==> src/rtl/muldiv_unit_if.sv <==
// Request/response bundle between the EX-stage pipeline control and the
// multi-cycle RV32M multiply/divide unit.
interface muldiv_unit_if #(
    parameter int DATA_WIDTH = 32
);
    logic                  start;
    logic [4:0]            ALUControl;
    logic [DATA_WIDTH-1:0] SrcA;
    logic [DATA_WIDTH-1:0] SrcB;
    logic                  flush;
    logic                  busy;
    logic                  done;
    logic [DATA_WIDTH-1:0] result;

    modport master (
        output start, ALUControl, SrcA, SrcB, flush,
        input  busy, done, result
    );

    modport slave (
        input  start, ALUControl, SrcA, SrcB, flush,
        output busy, done, result
    );
endinterface

==> src/rtl/muldiv_unit.sv <==
// Multi-cycle RV32M execute unit: 2-cycle multiply, 32-iteration restoring
// divide/remainder, with single-cycle handling of divide-by-zero and overflow.
module muldiv_unit #(
    parameter int DATA_WIDTH = 32
) (
    input  logic          clk,
    input  logic          rst,
    muldiv_unit_if.slave  bus
);
    localparam int         W         = DATA_WIDTH;
    localparam logic [5:0] LAST_ITER = 6'(W - 1);

    typedef enum logic [1:0] {
        ST_IDLE,
        ST_MUL,
        ST_DIV,
        ST_DONE
    } state_t;

    typedef enum logic [4:0] {
        OP_MUL    = 5'b01010,
        OP_MULH   = 5'b01011,
        OP_MULHSU = 5'b01100,
        OP_MULHU  = 5'b01101,
        OP_DIV    = 5'b01110,
        OP_DIVU   = 5'b01111,
        OP_REM    = 5'b10000,
        OP_REMU   = 5'b10001
    } op_t;

    state_t         state_q, state_d;
    op_t            op_q;
    logic [W-1:0]   a_q, b_q;
    logic [W-1:0]   quo_q, rem_q, dvs_q;
    logic           neg_q;
    logic [5:0]     count_q;
    logic [W-1:0]   result_q, result_d;

    // ---------------- request decode ----------------
    logic           is_m_op, is_div_op, is_rem_op, is_signed_div;
    logic           a_neg, b_neg, div_zero, div_ovf, accept;
    logic [W-1:0]   abs_a, abs_b, special_result;

    // NOTE: every signal written in an always_comb gets a default first, so no
    // path through the block leaves it unassigned and infers a latch.
    always_comb begin
        is_m_op       = 1'b0;
        is_div_op     = 1'b0;
        is_rem_op     = 1'b0;
        is_signed_div = 1'b0;
        case (bus.ALUControl)
            OP_MUL, OP_MULH, OP_MULHSU, OP_MULHU: is_m_op = 1'b1;
            OP_DIV: begin
                is_m_op = 1'b1; is_div_op = 1'b1; is_signed_div = 1'b1;
            end
            OP_DIVU: begin
                is_m_op = 1'b1; is_div_op = 1'b1;
            end
            OP_REM: begin
                is_m_op = 1'b1; is_div_op = 1'b1; is_rem_op = 1'b1; is_signed_div = 1'b1;
            end
            OP_REMU: begin
                is_m_op = 1'b1; is_div_op = 1'b1; is_rem_op = 1'b1;
            end
            default: ;
        endcase
    end

    assign a_neg    = is_signed_div & bus.SrcA[W-1];
    assign b_neg    = is_signed_div & bus.SrcB[W-1];
    assign abs_a    = a_neg ? -bus.SrcA : bus.SrcA;
    assign abs_b    = b_neg ? -bus.SrcB : bus.SrcB;
    assign div_zero = (bus.SrcB == '0);
    assign div_ovf  = is_signed_div && (bus.SrcA == {1'b1, {(W-1){1'b0}}}) && (bus.SrcB == '1);
    assign accept   = (state_q == ST_IDLE) && bus.start && is_m_op && !bus.flush;

    // Overflow leaves SrcA (the most negative value) as the quotient.
    always_comb begin
        special_result = '0;
        if (div_zero)
            special_result = is_rem_op ? bus.SrcA : '1;
        else
            special_result = is_rem_op ? '0 : bus.SrcA;
    end

    // ---------------- multiplier ----------------
    logic           a_sext, b_sext;
    logic [2*W-1:0] product;
    logic [W-1:0]   mul_result;

    assign a_sext     = ((op_q == OP_MULH) || (op_q == OP_MULHSU)) & a_q[W-1];
    assign b_sext     = (op_q == OP_MULH) & b_q[W-1];
    assign product    = {{W{a_sext}}, a_q} * {{W{b_sext}}, b_q};
    assign mul_result = (op_q == OP_MUL) ? product[W-1:0] : product[2*W-1:W];

    // ---------------- restoring divider step ----------------
    logic [W:0]     shifted, diff;
    logic           fits;
    logic [W-1:0]   rem_next, quo_next, div_pick, div_result;

    assign shifted    = {rem_q, quo_q[W-1]};
    assign diff       = shifted - {1'b0, dvs_q};
    assign fits       = ~diff[W];
    assign rem_next   = fits ? diff[W-1:0] : shifted[W-1:0];
    assign quo_next   = {quo_q[W-2:0], fits};
    assign div_pick   = ((op_q == OP_REM) || (op_q == OP_REMU)) ? rem_next : quo_next;
    assign div_result = neg_q ? -div_pick : div_pick;

    // ---------------- FSM ----------------
    always_comb begin
        state_d  = state_q;
        result_d = result_q;
        case (state_q)
            ST_IDLE: begin
                if (accept) begin
                    if (!is_div_op) begin
                        state_d = ST_MUL;
                    end else if (div_zero || div_ovf) begin
                        state_d  = ST_DONE;
                        result_d = special_result;
                    end else begin
                        state_d = ST_DIV;
                    end
                end
            end
            ST_MUL: begin
                if (bus.flush) begin
                    state_d = ST_IDLE;
                end else begin
                    state_d  = ST_DONE;
                    result_d = mul_result;
                end
            end
            ST_DIV: begin
                if (bus.flush) begin
                    state_d = ST_IDLE;
                end else if (count_q == LAST_ITER) begin
                    state_d  = ST_DONE;
                    result_d = div_result;
                end
            end
            ST_DONE: state_d = ST_IDLE;
            default: state_d = ST_IDLE;
        endcase
    end

    // NOTE: state registers use non-blocking assignments so every flop samples
    // the pre-edge values regardless of statement order.
    always_ff @(posedge clk) begin
        if (rst) begin
            state_q  <= ST_IDLE;
            op_q     <= OP_MUL;
            a_q      <= '0;
            b_q      <= '0;
            quo_q    <= '0;
            rem_q    <= '0;
            dvs_q    <= '0;
            neg_q    <= 1'b0;
            count_q  <= '0;
            result_q <= '0;
        end else begin
            state_q  <= state_d;
            result_q <= result_d;
            if (accept) begin
                op_q    <= op_t'(bus.ALUControl);
                a_q     <= bus.SrcA;
                b_q     <= bus.SrcB;
                quo_q   <= abs_a;
                dvs_q   <= abs_b;
                rem_q   <= '0;
                neg_q   <= is_rem_op ? a_neg : (a_neg ^ b_neg);
                count_q <= '0;
            end else if (state_q == ST_DIV) begin
                quo_q   <= quo_next;
                rem_q   <= rem_next;
                count_q <= count_q + 6'd1;
            end
        end
    end

    assign bus.busy   = (state_q != ST_IDLE);
    assign bus.done   = (state_q == ST_DONE);
    assign bus.result = result_q;
endmodule
==> src/flat_wrapper.sv <==
// flat-port wrapper written by rule: the top's interface ports become plain ports
module muldiv_unit_flat 
#(
    parameter int DATA_WIDTH = 32
)
  (clk, rst, bus_start, bus_ALUControl, bus_SrcA, bus_SrcB, bus_flush, bus_busy, bus_done, bus_result);
  muldiv_unit_if #(.DATA_WIDTH(DATA_WIDTH)) bus_i ();
  input  logic clk;
  input  logic rst;
  input wire logic [$bits(bus_i.start)-1:0] bus_start;
  input wire logic [$bits(bus_i.ALUControl)-1:0] bus_ALUControl;
  input wire logic [$bits(bus_i.SrcA)-1:0] bus_SrcA;
  input wire logic [$bits(bus_i.SrcB)-1:0] bus_SrcB;
  input wire logic [$bits(bus_i.flush)-1:0] bus_flush;
  output wire logic [$bits(bus_i.busy)-1:0] bus_busy;
  output wire logic [$bits(bus_i.done)-1:0] bus_done;
  output wire logic [$bits(bus_i.result)-1:0] bus_result;
  assign bus_i.start = bus_start;
  assign bus_i.ALUControl = bus_ALUControl;
  assign bus_i.SrcA = bus_SrcA;
  assign bus_i.SrcB = bus_SrcB;
  assign bus_i.flush = bus_flush;
  assign bus_busy = bus_i.busy;
  assign bus_done = bus_i.done;
  assign bus_result = bus_i.result;
  muldiv_unit #(.DATA_WIDTH(DATA_WIDTH)) u_core (.clk(clk), .rst(rst), .bus(bus_i));
endmodule
==> config.mk <==
export PLATFORM = sky130hd
export DESIGN_NAME = muldiv_unit_flat
export DESIGN_NICKNAME = d
export VERILOG_FILES = /design/src/rtl/muldiv_unit_if.sv /design/src/rtl/muldiv_unit.sv /design/src/flat_wrapper.sv
export SDC_FILE = /design/constraint.sdc
export NUM_CORES = 2
export LEC_CHECK = 0
export CORE_ASPECT_RATIO = 0.9
export CORE_UTILIZATION = 55
export DETAILED_ROUTE_END_ITERATION = 10
export HOLD_SLACK_MARGIN = 0.1
export PLACE_DENSITY = 0.72
export SLEW_MARGIN = 20
export SYNTH_ARGS = -nofsm -noshare
export SYNTH_HDL_FRONTEND = slang
export SYNTH_SLANG_ARGS = --single-unit
==> constraint.sdc <==
create_clock -name clk -period 16.98 [get_ports clk]
set_clock_uncertainty 0.15 [all_clocks]
set_input_delay 1.698 -clock clk [delete_from_list [all_inputs] [get_ports clk]]
set_output_delay 1.698 -clock clk [all_outputs]
set_load 0.03 [all_outputs]
# After elaboration in Yosys (flattened, before gate mapping)
# Index checks and enable logic that the tools add are counted.
# op_classes
n_reduce_logical	21
multipliers	1
n_eq_ne	26
n_addsub	5
bitwise_logic	6
mux	30
# ops
operator	count
32-bit 2-to-1 mux	17
32-bit negator	3
32-bit case mux with 3 select lines	1
32-bit equality test, second input constant	2
33-bit by 33-bit multiplier with 64-bit output	1
5-bit by 4-bit equality test with 1-bit output, second input constant	9
33-bit by 32-bit subtractor with 33-bit output	1
32-bit zero test	1
5-bit equality test, second input constant	4
2-bit 2-to-1 mux	5
2-bit case mux with 4 select lines	1
8-bit OR reduction	1
7-bit AND reduction	1
6-bit by 1-bit adder with 6-bit output, second input constant	1
6-bit by 5-bit equality test with 1-bit output, second input constant	1
1-bit 2-to-1 mux	6
2-bit by 1-bit inequality test with 1-bit output, second input constant	3
2-bit inequality test, second input constant	3
2-bit OR reduction	3
1-bit logical AND	5
1-bit bitwise AND	4
2-bit equality test, second input constant	2
2-bit nonzero test	2
4-bit OR reduction	1
other kinds (9)	11
# word_totals
word_cells	99
ff_bits	206
output_inout_bits	34
in_bits	73

# Logic depth before layout (Yosys ltp)
# depth
ltp_word	10
mapped_depth	34
mapped_depth_nobuf	32

# Worst setup path after synthesis
# OpenSTA, ideal clock, no wires.
# synth_path
path_type	reg2reg
start	reg u_core.op_q[2]
end	reg u_core.result_q[30] (netlist: u_core.bus.result[30])
t_arrival_ns	9.032
synth_period_minus_slack_ns	9.277
n_path_buf	1
required_ns	16.735
stages_incl_launch_ff	31
slack_ns	7.703
setup_time_ns	0.095
path_cell_list	dfxtp_1 or3b_2 a211oi_1 clkbuf_1 and2_1 fa_1 inv_1 fa_1 inv_1 fa_1 fa_1 inv_1 fa_1 fa_1 fa_1 fa_1 inv_1 ha_1 a21oi_1 o21bai_1 a2111oi_0 or3b_2 a21o_1 o211a_1 a31o_2 a41oi_1 o21ai_0 nand4_1 mux2i_1 a211oi_1 a221oi_1
# synth_between
elab_chain_cells	8
elab_cells_between_ends	18
classes_between	add/sub: 1; mul: 1; eq/ne: 5; mux: 7; bitwise: 2; reduce/logical: 2
# synth_lines
element	line	text
start, declared	muldiv_unit.sv:32	op_t op_q;
start signal, assigned	muldiv_unit.sv:165	op_q <= op_t'(bus.ALUControl);
branches (longest 7 deep; another with 33-bit by 33-bit multiplier with 64-bit output)	-	
32-bit case mux with 3 select lines *	muldiv_unit.sv:113	case (state_q)
end signal, assigned	muldiv_unit.sv:163	result_q <= result_d;
end, declared	muldiv_unit.sv:37	logic [W-1:0] result_q, result_d;
# Mark *: on every way between the ends. The select of a mux whose other input is x is not followed.
# A chain may end at the register's enable or synchronous reset.

# Worst setup path in the final report
# Ends and elaborated chain as after synthesis.

==> summary.txt <==
status: finished clean
Post-Route WL: 150000 um
min Tclk post-route: 10210 ps
Die ar.: 0.0950 sq mm
Diodes inserted: 0
Tcrit/Tclk final: 60.1%
Cell Area, Synth: 0.0516 sq mm
Seq. cell area: 0.00411 sq mm
CP Max Fanout: 31
Slew headroom: 21.8%
drt first pass iters: 6
Critical Path Start Type: register
vias per inst: 5.78
initial detailed-routing violation count: 4037
vias post-DR: 41500
Syn Nets: 7521
Synth top cells by count: inv_1, fa_1, nand2_1
cell count after synthesis: 6068
share of post-route cells with drive strength above 1: 3.03%
Setup crit end kind: register
CTS Hold Bufs: 0
clock-pin slew on the worst setup and hold paths: 60 ps
Core Region: 0.0928 sq mm
final setup violation count: 0
postcts setup bufs: 0
Worst Max-Slew Pin Slew: 1170 ps
# rows: 106
placed wire-length estimate: 121000 um
top_reg_cell synth: dfxtp_1
Post-Layout Inst Area: 0.0543 sq mm
io pins: 107
die width: 325 um
Routed Antenna Nets: 0
data required time of the worst path: 17250 ps
dominant cells by area after synthesis: fa_1, inv_1, dfxtp_1
area share of the largest cell type after synthesis: 43.7%
H-Tree Level Count: 1
Post-Syn Area per Cell: 8.50 sq um
Root Driver: clkbuf_16
Hold WC Path Type: reg2reg
Resize count post-CTS: 0
routed len/inst: 20.9 um
clk_lat worst skew: 530 ps
CTS Sinks: 205
remaining global-route overflow: 0
area of the multi-input gates: 0.0415 sq mm
RSZ-0062 raised after global routing: false
Final Slew Violations: 0
initial core utilization: 55.6%
Ys Warns: 0
port buffer count: 106
Num CTS Buffers: 23
Fin Setup TNS: 0 ps
fillers: 8293
delay of the slowest cell on the worst path: 700 ps
VDD IR max: 0.111 mV
slowest CP cell: a2111oi_0
first-pass GRT wire length: 241000 um
placed instance area: 0.0536 sq mm
Hold Violations, Final: 0
initial antenna violation count: 1
Max Root-Sink Buffers: 3
Post-synth EDFFs: 0
top-count cell post-synth: inv_1
Pleak: 24.1 nW
Max-cap violations: 0
DRC Markers: 0
worst path arrival time: 10470 ps
asr flop ratio synth: 0%
CP Class: reg2reg
sequential share of the synthesized area: 7.96%
largest net degree at the start of global routing: 98
most frequent CP cell: fa_1
GP Congestion: 0.979
vias in the first global route: 42200
PD cells: 54.0 mW/mm^2
TritonCTS clock tree: yes
area grow syn2layout: 5.20%
Final nets: 7378
synthesized flop and latch total: 205
Fmax: 97.9 MHz
Synth area leader: fa_1
Die Ht: 293 um
gr usage total: 32.3%
synth unique cells: 92
-- cell type report --
type                            count  share of cell area, %
Tap cell                         1242                   2.86
Sequential cell                   205                   7.57
Multi-Input combinational cell   4267                   76.5
Clock inverter                     11                  0.148
Inverter                         1234                   8.54
Clock buffer                       30                   1.16
Timing Repair Buffer              194                   3.17
-- report_power, final --
group / leakage, nW / internal, mW / switching [mW]
registers: 1.66 / 0.534 / 0.0755
logic: 22.1 / 0.594 / 1.23
clock network: 0.333 / 0.265 / 0.227
-- metal layers --
layer	wire [um]	global-route usage, %	up-vias
li1	-	-	18200
met1	63900	46.6	21100
met2	68000	50.5	1956
met3	13500	4.85	261
met4	4960	9.42	0
met5	0	0	-
-- metrics by stage --
step | utilization (%) | std cells | total power [mW] | worst slack, ps | hold WS [ps]
6_report | 58.4 | 7183 | 2.93 | 6770 | 304
5_1_grt | 58.4 | 7183 | 3.05 | 6130 | 316
4_1_cts | 58.4 | 7183 | 2.86 | 6800 | 305
3_5_place_dp | 57.7 | 7142 | 2.36 | 6850 | 297
3_3_place_gp | 57.7 | 7142 | 2.36 | 7020 | 289
2_1_floorplan | - | 6068 | 1.78 | 7700 | 282
-- worst paths after layout --
kind	slack [ps]	endpoint	cells past startpoint	startpoint
worst max register to register	6770	u_core.bus.result[30]	31	u_core.op_q[2]
worst max-delay path	6770	u_core.bus.result[30]	31	u_core.op_q[2]
worst min-delay path	300	u_core.b_q[27]	2	u_core.b_q[27]
worst min register to register	300	u_core.b_q[27]	2	u_core.b_q[27]
-- logic make-up after synthesis --
logic type,after synthesis,synth area share (%)
and+or+nand+nor,1898,16.7
adders and majority gates,1385,50.0
buffers and inverters,1596,11.6
AOI/OAI and AO/OA,747,9.54
DFF,205,7.96
xor gates and xnor gates,175,2.97
muxes,62,1.21
-- state kept, by name, indices dropped and copies added (netlist names) --
signal	cells
u_core.rem_q	32
u_core.a_q	32
u_core.dvs_q	32
u_core.op_q	5
u_core.state_q	2
u_core.count_q	6
u_core.quo_q	32
u_core.bus.result	32
u_core.neg_q	1
u_core.b_q	31
-- critical path, delay by kind of cell, from the launching register on --
kind            cells  cell delay [ps]
mux                 1              190
flops               1              410
fa+ha+maj           9             4180
simple gates        4             1320
buf+inv             6              940
compound gates     11             2880
-- cell usage in the layout, fill, tap and decap left out, drive strengths merged, types with 30 or more instances in the layout --
cell and count:
inv 1233, fa 1126, nand2 1065, and2 326
ha 254, nor2 234, a21oi 234, dfxtp 205
o21ai 131, xnor2 111, clkdlybuf4s50 105, a211oi 100
buf 89, xor2 64, mux2i 58, nor3 54
a21o 41, nand3 39, clkbuf 30
No activity file was read; power rests on OpenSTA's default activity.
